### src/rtl/menu_pkg.sv
// Shared types and constants for the TFT43 menu navigator.
package menu_pkg;

   typedef enum logic [1:0] {
      BROWSE = 2'd0,
      EDIT   = 2'd1,
      COMMIT = 2'd2
   } state_t;

   localparam int BTN_PREV   = 0;
   localparam int BTN_NEXT   = 1;
   localparam int BTN_OK     = 2;
   localparam int BTN_CANCEL = 3;

endpackage

### src/rtl/menu_navigator_wrap_counter.sv
// Up/down counter over 0..MAX that wraps at both ends; load has priority over inc, inc over dec.
// Exposes its next value so the owner can detect changes in the same cycle.
module wrap_counter #(
   parameter int WIDTH = 8,
   parameter int MAX   = 255
) (
   input  logic             clk,
   input  logic             rst_n,
   input  logic             load,
   input  logic [WIDTH-1:0] load_val,
   input  logic             inc,
   input  logic             dec,
   output logic [WIDTH-1:0] q,
   output logic [WIDTH-1:0] d
);

   always_comb begin
      d = q;
      if (load) begin
         d = load_val;
      end else if (inc) begin
         d = (q == WIDTH'(MAX)) ? '0 : q + 1'b1;
      end else if (dec) begin
         d = (q == '0) ? WIDTH'(MAX) : q - 1'b1;
      end
   end

   always_ff @(posedge clk or negedge rst_n) begin
      if (!rst_n) begin
         q <= '0;
      end else begin
         q <= d;
      end
   end

endmodule

### src/rtl/menu_navigator.sv
// Turns debounced button pulses into menu cursor/edit state, commits values over valid/ready
// and raises a redraw request on every visible change. All outputs are registered.
module menu_navigator
   import menu_pkg::*;
#(
   parameter int NUM_ITEMS    = 8,
   parameter int VAL_W        = 8,
   parameter int VAL_MAX      = 255,
   parameter int EDIT_TIMEOUT = 800_000_000,
   localparam int IW          = $clog2(NUM_ITEMS)
) (
   input  logic             clk,
   input  logic             rst_n,
   input  logic             en,
   input  logic [3:0]       btn_evt,
   output logic [IW-1:0]    cursor,
   output logic             editing,
   output logic [VAL_W-1:0] edit_value,
   output logic             cmt_valid,
   input  logic             cmt_ready,
   output logic [IW-1:0]    cmt_index,
   output logic [VAL_W-1:0] cmt_value,
   output logic             redraw_req,
   input  logic             redraw_ack
);

   localparam int TW = (EDIT_TIMEOUT > 0) ? $clog2(EDIT_TIMEOUT + 1) : 1;

   state_t           state, state_d;
   logic [VAL_W-1:0] item [NUM_ITEMS];
   logic [TW-1:0]    idle;

   logic ev_prev, ev_next, ev_ok, ev_cancel, ev_any;
   logic timeout, handshake, change;
   logic cur_load, cur_inc, cur_dec;
   logic val_load, val_inc, val_dec;
   logic [IW-1:0]    cur_d;
   logic [VAL_W-1:0] val_d;
   logic [VAL_W-1:0] val_load_val;

   // One event per cycle: Cancel > Okay > Next > Prev.
   assign ev_cancel = en & btn_evt[BTN_CANCEL];
   assign ev_ok     = en & btn_evt[BTN_OK] & ~btn_evt[BTN_CANCEL];
   assign ev_next   = en & btn_evt[BTN_NEXT] & ~btn_evt[BTN_OK] & ~btn_evt[BTN_CANCEL];
   assign ev_prev   = en & btn_evt[BTN_PREV] & ~(|btn_evt[3:1]);
   assign ev_any    = ev_prev | ev_next | ev_ok | ev_cancel;

   assign timeout   = (EDIT_TIMEOUT != 0) && (state == EDIT) && (idle == TW'(EDIT_TIMEOUT));
   assign handshake = en && cmt_valid && cmt_ready;

   // Outside an edit the displayed value tracks the stored value under the (next) cursor.
   assign val_load_val = item[cur_d];

   always_comb begin
      state_d  = state;
      cur_load = 1'b0;
      cur_inc  = 1'b0;
      cur_dec  = 1'b0;
      val_load = 1'b0;
      val_inc  = 1'b0;
      val_dec  = 1'b0;
      case (state)
         BROWSE: begin
            cur_load = ev_cancel;
            cur_inc  = ev_next;
            cur_dec  = ev_prev;
            val_load = 1'b1;
            if (ev_ok) state_d = EDIT;
         end
         EDIT: begin
            if (timeout || ev_cancel) begin
               state_d  = BROWSE;
               val_load = 1'b1;
            end else if (ev_ok) begin
               state_d = COMMIT;
            end else begin
               val_inc = ev_next;
               val_dec = ev_prev;
            end
         end
         COMMIT: begin
            if (handshake) state_d = BROWSE;
         end
         default: state_d = BROWSE;
      endcase
      if (!en) begin
         state_d  = BROWSE;
         val_load = 1'b1;
      end
   end

   assign change = (cur_d != cursor) || (val_d != edit_value) ||
                   ((state_d != BROWSE) != editing);

   wrap_counter #(.WIDTH(IW), .MAX(NUM_ITEMS - 1)) u_cursor (
      .clk      (clk),
      .rst_n    (rst_n),
      .load     (cur_load),
      .load_val ({IW{1'b0}}),
      .inc      (cur_inc),
      .dec      (cur_dec),
      .q        (cursor),
      .d        (cur_d)
   );

   wrap_counter #(.WIDTH(VAL_W), .MAX(VAL_MAX)) u_value (
      .clk      (clk),
      .rst_n    (rst_n),
      .load     (val_load),
      .load_val (val_load_val),
      .inc      (val_inc),
      .dec      (val_dec),
      .q        (edit_value),
      .d        (val_d)
   );

   always_ff @(posedge clk or negedge rst_n) begin
      if (!rst_n) begin
         state      <= BROWSE;
         editing    <= 1'b0;
         cmt_valid  <= 1'b0;
         cmt_index  <= '0;
         cmt_value  <= '0;
         idle       <= '0;
         redraw_req <= 1'b1;
         for (int i = 0; i < NUM_ITEMS; i++) item[i] <= '0;
      end else begin
         state     <= state_d;
         editing   <= (state_d != BROWSE);
         cmt_valid <= (state_d == COMMIT);
         if (state == EDIT && state_d == COMMIT) begin
            cmt_index <= cursor;
            cmt_value <= edit_value;
         end
         if (handshake) item[cmt_index] <= cmt_value;
         if (state_d == EDIT && !ev_any && EDIT_TIMEOUT != 0) idle <= idle + 1'b1;
         else idle <= '0;
         if (change) redraw_req <= 1'b1;
         else if (redraw_ack) redraw_req <= 1'b0;
      end
   end

endmodule

### config.mk
export PLATFORM = sky130hd
export DESIGN_NAME = menu_navigator
export DESIGN_NICKNAME = d
export VERILOG_FILES = /design/src/rtl/menu_pkg.sv /design/src/rtl/menu_navigator_wrap_counter.sv /design/src/rtl/menu_navigator.sv
export SDC_FILE = /design/constraint.sdc
export NUM_CORES = 1
export LEC_CHECK = 0
export CAP_MARGIN = 30
export CORE_MARGIN = 5
export CORE_UTILIZATION = 55
export DETAILED_ROUTE_END_ITERATION = 16
export HOLD_SLACK_MARGIN = 0.1
export PLACE_DENSITY = 0.88
export SLEW_MARGIN = 20
export SYNTH_ARGS = -nofsm -noshare
export SYNTH_HDL_FRONTEND = slang
export SYNTH_SLANG_ARGS = --single-unit
### constraint.sdc
create_clock -name clk -period 2.93 [get_ports clk]
set_input_delay 0.293 -clock clk [delete_from_list [all_inputs] [get_ports clk]]
set_output_delay 0.293 -clock clk [all_outputs]
set_load 0.005 [all_outputs]
==> flow_summary.yaml, run 1 <==
clocking:
  clk_path_buf_depth: 2
  clkSinkCount: 121
  cts-buffers-inserted: 17
  clk_pin_slew_ns: 0.06
  clkLatencyLatePin_ns: 0.43
  cts-root-buf: "clkbuf_16"
  cts_htree_levels: 4
  cts_tree: "yes"
final_layout:
  drive_gt1_frac: 0.331
  multiInputGateArea_um2: 3560
  nets: 747
  seq_area_um2: 3030
  area_growth_pct: 27.3
  n_fill_cell: 742
  antenna_cells: 0
floorplanning:
  dieArea_um2: 14500
  io_pins: 34
  fp-row-count: 40
  die_h_um: 120
  core_area_um2: 12000
  die-width_um: 120
  initial_core_util: 0.559
critical_path:
  startpoint: "idle[3]"
  start_kind: "flip-flop"
  critPathMaxFanout: 4
  endpoint_kind: "flip-flop"
  r2r_end: "redraw_req"
  required_ns: 3.27
  r2r_cells: 10
  rr_startpoint: "idle[3]"
  setup.worst_path.end: "redraw_req"
  cp.arrival_ns: 3.30
  r2r_slack_ns: -0.03
  crit_type: "flip-flop to flip-flop"
timing:
  setup_slack_ns: -0.0323
  slew_headroom: 0.393
  fin_crit_ns: 2.96
  rsz0062_at_grt: "yes"
  maxSlewViolCount: 0
  timing.fmax_mhz: 338
  clock-skew-final_ns: 0.00915
  worst-slew-pin-transition_ns: 0.911
  hold_viol_final: 0
  setup_violations: 1
  min_period_over_period: 1.01
  holdWs_ns: 0.454
synthesis:
  ys.flop_type: "dfrtp_1"
  yosys.cell_types.count: 80
  avgSynthCellArea_um2: 10.9
  ys_async_sr_fraction: 1.00
  yosysSeqAreaShare: 0.453
  syn_area_um2: 6680
  postSynthCellCount: 612
  synth_edf_count: 0
  ys_warn_count: 0
  ys_seq_elements: 121
  syn_nets: 630
global_routing:
  grt_pass1_wl_um: 31100
  grt_pass1_vias: 5799
  grt_max_degree: 70
  grt_overflow: 0
  grt_usage: 0.277
  antenna_found_initial: 0
detailed_routing:
  post_drt_wl_per_cell_um: 23.3
  vias: 5797
  drc_errors: 0
  drt_iter0_drc: 767
  firstDrtPassIters: 6
  ant_nets: 0
  drt-total-wl_um: 20600
  vias_per_cell: 6.54
hold_path:
  hp-class: "primary input to asynchronous set/reset pin"
place:
  place_ws_ns: -0.395
  dpl.hpwl_um: 12400
  portBuffers: 33
  gp_congestion: 0.890
power_and_ir_drop:
  powerDensity_nw_per_um2: 657
  vdd_ir_drop_max_uv: 476
  p_leak_nw: 3.83
  total_power_mw: 5.58
status:
  status: "finished with violations"
  violations: "negative setup slack"
job:
  maxCapViolations: 0
[cell type report]
cell class / count / area share
Sequential cell: 121 / 0.357
Clock inverter: 8 / 0.0169
Multi-Input combinational cell: 450 / 0.419
Tap cell: 147 / 0.0216
Clock buffer: 22 / 0.0558
Timing Repair Buffer: 123 / 0.123
Inverter: 16 / 0.00765
[through the flow]
step           instances  cell area [µm²]   util  setup TNS, ns
6_report             887             8500  0.711        -0.0323
2_1_floorplan        612             6680      -              0
3_3_place_gp         845             7640  0.638         -0.366
3_5_place_dp         845             7640  0.638         -0.655
4_1_cts              880             8350  0.698              0
5_1_grt              887             8500  0.711         -0.168
[kinds of logic (layout without fill, tap and decap cells)]
group	count (synthesis)	in the layout	share of synthesized area
adder cells (fa/ha/maj)	9	9	0.0169
AO/OA/AOI/OAI	91	91	0.106
multiplexers	111	111	0.184
AND/OR/NAND/NOR	200	200	0.154
XOR/XNOR	39	39	0.0511
buffers and inverters	41	169	0.0345
flip-flops	121	121	0.453
[registers in the layout (all words and copies together), names as in the netlist]
signal and count:
idle 30, cmt_index 3, u_cursor.q 3, redraw_req 1, cmt_valid 1, state 2, u_value.q 8, editing 1
cmt_value 8, item 64
[worst max-delay path: stages, from the launching register on]
cell and delay (ns):
dfrtp_1 0.44, nor4_1 0.40, nand4_1 0.27, or2_4 0.35, and2_1 0.19, o21a_1 0.22, xor2_1 0.15, a2111oi_2 0.34
o211ai_1 0.18, a221oi_2 0.21, nand3_1 0.11
[placed cells by master, fill, tap and decap left out, types with 4 or more instances in the layout]
cell type        count
dfrtp_1            118
buf_4               86
mux2_2              79
nor2_1              65
nand2_1             34
clkdlybuf4s50_1     30
nand3_1             27
mux2i_1             23
xnor2_1             20
xor2_1              19
a21oi_1             17
clkbuf_16           17
and3_1              15
inv_1               12
o21ai_0             11
ha_1                 8
nand4_1              7
and4_1               6
o21a_1               5
o221ai_1             5
nor3_1               5
a221oi_2             4
o21bai_1             4
or3_1                4
nand2b_1             4
and2_1               4
mux2_4               4
bufinv_16            4
[synth_stat cells (9+ instances only)]
cell | number | area, µm²
a21oi_1 | 17 | 85.1
nand2_1 | 34 | 128
ha_1 | 9 | 113
inv_1 | 14 | 52.6
nand3_1 | 27 | 135
clkbuf_1 | 14 | 52.6
dfrtp_1 | 120 | 3000
and3_1 | 15 | 93.8
o21ai_0 | 11 | 55.1
xnor2_1 | 20 | 175
mux2i_1 | 25 | 250
xor2_1 | 19 | 166
mux2_2 | 81 | 912
nor2_1 | 66 | 248
[where the power goes]
part | internal (mW) | total (mW) | switching [mW]
Combinational | 0.712 | 1.44 | 0.728
Clock | 1.48 | 2.24 | 0.762
Sequential | 1.75 | 1.91 | 0.157
Total | 3.94 | 5.58 | 1.65
[how the worst min path moves through the flow]
stage	slack, ns	startpoint	depth (start not counted)	end
finish	0.45	rst_n	2	idle[20]
global route	0.53	item[32]	1	item[32]
CTS	0.48	rst_n	2	idle[20]
detailed placement	0.39	rst_n	1	idle[6]
global placement	0.38	rst_n	1	idle[10]
floorplan	-0.003	rst_n	0	cmt_index[0]
[layer usage]
metal	up-vias	global-route usage	share of wire
li1	2453	-	-
met1	2833	0.350	0.38
met2	393	0.440	0.47
met3	118	0.0730	0.090
met4	0	0.144	0.054
met5	-	0	0
[what timing repair did]
item	4_1_cts	5_1_grt
endpoints found under the setup margin	1	3
gates cloned	0	0
buffers inserted	4	7
gates resized for setup	14	22
pin swaps	6	10
hold buffers	1	0
endpoints found under the hold margin	51	0
Power figures use the tool's default switching activity.
==> run 2: changes to the inputs <==
--- a/config.mk
+++ b/config.mk
@@ -6,10 +6,11 @@
 export NUM_CORES = 1
 export LEC_CHECK = 0
 export CAP_MARGIN = 30
-export CORE_MARGIN = 5
+export CORE_MARGIN = 2
 export CORE_UTILIZATION = 55
 export DETAILED_ROUTE_END_ITERATION = 16
 export HOLD_SLACK_MARGIN = 0.1
+export MAX_ROUTING_LAYER = met4
 export PLACE_DENSITY = 0.88
 export SLEW_MARGIN = 20
 export SYNTH_ARGS = -nofsm -noshare
==> run 2 against run 1 <==
Against the previous run:
- the flow still finishes with violations (negative setup slack)
- critical path depth increased by 6
- global-route usage increased by 2.8 points
- first-iteration DRC count decreased by 21%
- fmax increased by 0.23%
- largest cell class unchanged
- clock skew about the same
- sequential cell count unchanged
- hold slack improved by 0.0030 ns
- clock power decreased by 6%
- routed wire length decreased by 6.0%
- design area increased by 1.5%
==> flow_summary.yaml, run 2 (synthesized netlist as in run 1, its figures left out) <==
global_routing:
  top_usage_layer: "met2"
  grt_pass1_vias: 5658
  grt_pass1_wl_um: 29700
  grtUsageMet2: 0.487
  use_met1: 0.379
  grt_usage: 0.305
  use_met3: 0.0746
  grt_overflow: 0
  grt_max_degree: 72
  antenna_found_initial: 0
timing:
  timing.fmax_mhz: 338
  fin_crit_ns: 2.96
  clock-skew-final_ns: 0.00875
  slew_headroom: 0.489
  setup_violations: 1
  setup_tns_ns: -0.0255
  setup_slack_ns: -0.0255
  min_period_over_period: 1.01
  rsz0062_at_grt: "yes"
  hold_viol_final: 0
  worst-slew-pin-transition_ns: 0.767
  maxSlewViolCount: 0
clocking:
  cts_htree_levels: 4
  clkLatencyLatePin_ns: 0.42
  clkSinkCount: 121
  cts-root-buf: "clkbuf_16"
  cts_tree: "yes"
  clk_pin_slew_ns: 0.05
  clk_path_buf_depth: 2
  cts-buffers-inserted: 17
critical_path:
  start_kind: "primary input"
  crit_type: "primary input to flip-flop"
  cpMaxStageDelayCell: "clkdlybuf4s50_1"
  critPathMaxFanout: 6
  cp.arrival_ns: 3.28
  critPathBufInv: 6
  crit_family: "buffers and inverters"
  crit_chain: "clkdlybuf4s50_1 -> or3b_4 -> buf_4 -> nor2_4 -> o2111ai_4 -> o211ai_4 -> clkinv_4 -> clkbuf_2 -> buf_4 -> o21ai_2 -> o221ai_2 -> o311a_1 -> buf_4 -> o311a_1 -> a21oi_2 -> nand3_1"
  slowest_delay_ns: 0.49
  endpoint_kind: "flip-flop"
  crit_top_cell: "buf_4"
  required_ns: 3.26
floorplanning:
  initial_core_util: 0.561
  fp-row-count: 40
  die_h_um: 114
  dieArea_um2: 13000
  die-width_um: 114
  io_pins: 34
  core_area_um2: 11900
power_and_ir_drop:
  p_clk_frac: 0.379
  switching_share: 0.296
  power_frac_comb: 0.277
  p_leak_nw: 3.87
  p_sw_mw: 1.63
  total_power_mw: 5.53
  powerDensity_nw_per_um2: 641
  intPower_mw: 3.89
  sequentialPowerShare: 0.344
  vdd_ir_drop_max_uv: 436
place:
  dpl_cell_area_um2: 7640
  dpl.hpwl_um: 12300
  gp_congestion: 0.885
  dp_cells: 845
  portBuffers: 33
final_layout:
  fin_area_um2: 8630
  utilization: 0.724
  seq_area_um2: 3030
  largest_reg_flops: 64
  n_fill_cell: 721
  area_growth_pct: 29.1
  nets: 754
  regMostFlops: "item"
  multiInputGateArea_um2: 3630
  final_common_cell: "dfrtp_1"
  largestRegisters: "item: 64 flops, idle: 30 flops"
  drive_gt1_frac: 0.348
  antenna_cells: 0
  final_cells: 895
  final_cell_mix: "dfrtp_1, buf_4, mux2_2"
detailed_routing:
  vias_per_cell: 6.25
  drc_errors: 0
  ant_nets: 0
  drt-total-wl_um: 19400
  firstDrtPassIters: 6
  drt_iter0_drc: 606
  post_drt_wl_per_cell_um: 21.7
  vias: 5594
status:
  status: "finished with violations"
  violations: "negative setup slack"
hold_path:
  hp-class: "primary input to asynchronous set/reset pin"
job:
  maxCapViolations: 0
[run 2: metal layers]
metal / share of wire / vias to the layer above / routed length, µm
li1: - / 2476 / -
met1: 0.41 / 2794 / 8000
met2: 0.50 / 257 / 9670
met3: 0.054 / 67 / 1050
met4: 0.035 / 0 / 671
met5: 0 / - / 0
[run 2: stage by stage]
step	hold slack, ns	setup WS [ns]
3_3_place_gp	0.359	-0.330
6_report	0.457	-0.0255
2_1_floorplan	-0.00259	0.0305
4_1_cts	0.468	0.00559
3_5_place_dp	0.372	-0.410
5_1_grt	0.508	-0.162
[run 2: cell type report]
| class | count | area share |
|---|---|---|
| Clock buffer | 22 | 0.0538 |
| Tap cell | 147 | 0.0213 |
| Sequential cell | 121 | 0.352 |
| Timing Repair Buffer | 130 | 0.130 |
| Multi-Input combinational cell | 450 | 0.421 |
| Clock inverter | 9 | 0.0142 |
| Inverter | 16 | 0.00841 |
[run 2: power groups by stage]
stage                     clock [mW]  combinational, mW  sequential, mW
after CTS                       2.11               1.27            1.89
after global placement             0               1.19            1.91
after global routing            2.19               1.61            1.91
after floorplan                    0              0.738            1.88
after detailed placement           0               1.22            1.91
final                           2.10               1.53            1.90
[run 2: worst paths after layout]
check,slack (ns),depth (start not counted),start,to
worst min register to register,0.51,1,item[25],item[25]
worst max register to register,-0.02,14,u_cursor.q[1],redraw_req
worst min-delay path,0.46,2,rst_n,idle[9]
max in group asynchronous,1.66,3,rst_n,cmt_value[3]
worst max-delay path,-0.03,16,btn_evt[0],redraw_req
min in group clk,0.51,1,item[25],item[25]
[run 2: timing repair]
action	CTS	global route
endpoints found under the setup margin	1	12
setup buffers	1	16
cloned	0	1
resized for setup	5	48
endpoints found under the hold margin	49	0
pin swaps	4	17
hold buffers	1	0
==> run 3: changes to the inputs <==
--- a/config.mk
+++ b/config.mk
@@ -6,7 +6,7 @@
 export NUM_CORES = 1
 export LEC_CHECK = 0
 export CAP_MARGIN = 30
-export CORE_MARGIN = 2
+export CORE_MARGIN = 4
 export CORE_UTILIZATION = 55
 export DETAILED_ROUTE_END_ITERATION = 16
 export HOLD_SLACK_MARGIN = 0.1
@@ -16,3 +16,4 @@
 export SYNTH_ARGS = -nofsm -noshare
 export SYNTH_HDL_FRONTEND = slang
 export SYNTH_SLANG_ARGS = --single-unit
+export TNS_END_PERCENT = 50
==> run 3 against run 2 <==
Against the previous run:
- the run still ends with negative setup slack left
- critical endpoint unchanged
- sequential power barely moved
- critical path depth decreased by 2
- clock power fell by 9%
==> flow_summary.yaml, run 3 (synthesized netlist as in run 1, its figures left out) <==
critical_path:
  endpoint_kind: "flip-flop"
  required_ns: 3.25
  start_kind: "flip-flop"
  critPathMaxFanout: 12
  crit_type: "flip-flop to flip-flop"
  cp.arrival_ns: 3.38
  r2r_slack_ns: -0.13
detailed_routing:
  drc_errors: 0
  vias_per_cell: 6.51
  met3_length_um: 1530
  route.met2.wl_um: 9600
  wl_met1_um: 7920
  drt_iter0_drc: 619
  ant_nets: 0
  vias: 5742
  drt-total-wl_um: 19900
  highest_layer: "met4"
  firstDrtPassIters: 5
  post_drt_wl_per_cell_um: 22.6
final_layout:
  drive_gt1_frac: 0.344
  regMostFlops: "item"
  area_growth_pct: 27.2
  nets: 749
  final_common_cell: "dfrtp_1"
  antenna_cells: 0
  largest_reg_flops: 64
  largestRegisters: "item: 64 flops, idle: 30 flops"
  final_cell_mix: "dfrtp_1, buf_4, mux2_2"
clocking:
  cts-root-buf: "clkbuf_16"
  cts_tree: "yes"
  clk_pin_slew_ns: 0.06
  cts_htree_levels: 4
  cts-buffers-inserted: 17
  clk_path_buf_depth: 2
  clkSinkCount: 121
  clkLatencyLatePin_ns: 0.42
floorplanning:
  die_h_um: 118
  fp-row-count: 39
  initial_core_util: 0.573
  die-width_um: 118
  io_pins: 34
  dieArea_um2: 14000
  core_area_um2: 11700
timing:
  holdWs_ns: 0.448
  worst-slew-pin-transition_ns: 0.746
  maxSlewViolCount: 0
  min_period_over_period: 1.04
  hold_viol_final: 0
  clock-skew-final_ns: 0.00840
  slew_headroom: 0.499
  setup_slack_ns: -0.130
  setup_tns_ns: -0.130
  fin_crit_ns: 3.06
  timing.fmax_mhz: 327
  rsz0062_at_grt: "yes"
  setup_violations: 1
job:
  maxCapViolations: 0
status:
  status: "finished with violations"
  violations: "negative setup slack"
global_routing:
  antenna_found_initial: 0
  grt_pass1_vias: 5645
  grt_max_degree: 66
  grt_pass1_wl_um: 29100
  grt_overflow: 0
  grt_usage: 0.270
power_and_ir_drop:
  vdd_ir_drop_max_uv: 319
  p_leak_nw: 3.84
  powerDensity_nw_per_um2: 628
place:
  gp_congestion: 0.909
  dpl.hpwl_um: 12400
  portBuffers: 33
hold_path:
  hp-class: "primary input to flip-flop"
-- run 3: area by class of cell --
class	count	area (µm²)
multi-input combinational	450	3590
clock buffer	23	488
tap	143	179
sequential	121	3030
fill	686	3160
clock inverter	4	45.0
timing repair buffer	125	1080
inverter	16	80.1
-- run 3: metrics by stage --
stage | setup WS (ns) | utilization | cell area, µm² | power [mW] | std cells
finish | -0.130 | 0.729 | 8500 | 5.34 | 882
global route | -0.210 | 0.729 | 8500 | 5.50 | 882
CTS | 0.00561 | 0.704 | 8210 | 5.13 | 867
detailed placement | -0.453 | 0.653 | 7610 | 3.17 | 837
global placement | -0.287 | 0.653 | 7610 | 3.13 | 837
floorplan | 0.0305 | - | 6680 | 2.61 | 612
-- run 3: report_power, final --
part | internal (mW) | switching, mW | total [mW]
Sequential | 1.75 | 0.155 | 1.91
Combinational | 0.739 | 0.772 | 1.51
Clock | 1.22 | 0.694 | 1.92
-- run 3: path summary, 6_finish.rpt --
check	start	end	cells after the start
max	u_cursor.q[1]	redraw_req	14
min	en	editing	3
max reg2reg	u_cursor.q[1]	redraw_req	14
min reg2reg	item[34]	item[34]	1
max in group asynchronous	rst_n	item[3]	3
min in group asynchronous	rst_n	idle[19]	2
-- run 3: layer usage --
metal	vias up	track usage
li1	2462	-
met1	2864	0.329
met2	330	0.425
met3	86	0.0707
met4	0	0.119
met5	-	-
-- run 3: timing repair --
action / CTS / global route
pin swaps: 3 / 18
resized for setup: 8 / 45
hold endpoints to repair: 55 / 0
gates cloned: 0 / 0
hold buffers: 1 / 0
setup buffers: 2 / 15
endpoints found under the setup margin: 1 / 1
-- run 3: worst max-delay path, cell delays in order (launching register included) --
cell	delay [ns]
dfrtp_2	0.46
inv_4	0.09
ha_2	0.19
nand2_1	0.07
nor3_2	0.28
o211ai_2	0.16
nand2_4	0.13
clkinv_8	0.10
mux2_4	0.30
o22ai_1	0.22
a221oi_1	0.08
buf_4	0.16
xor2_1	0.18
o41ai_2	0.41
nand3_1	0.13
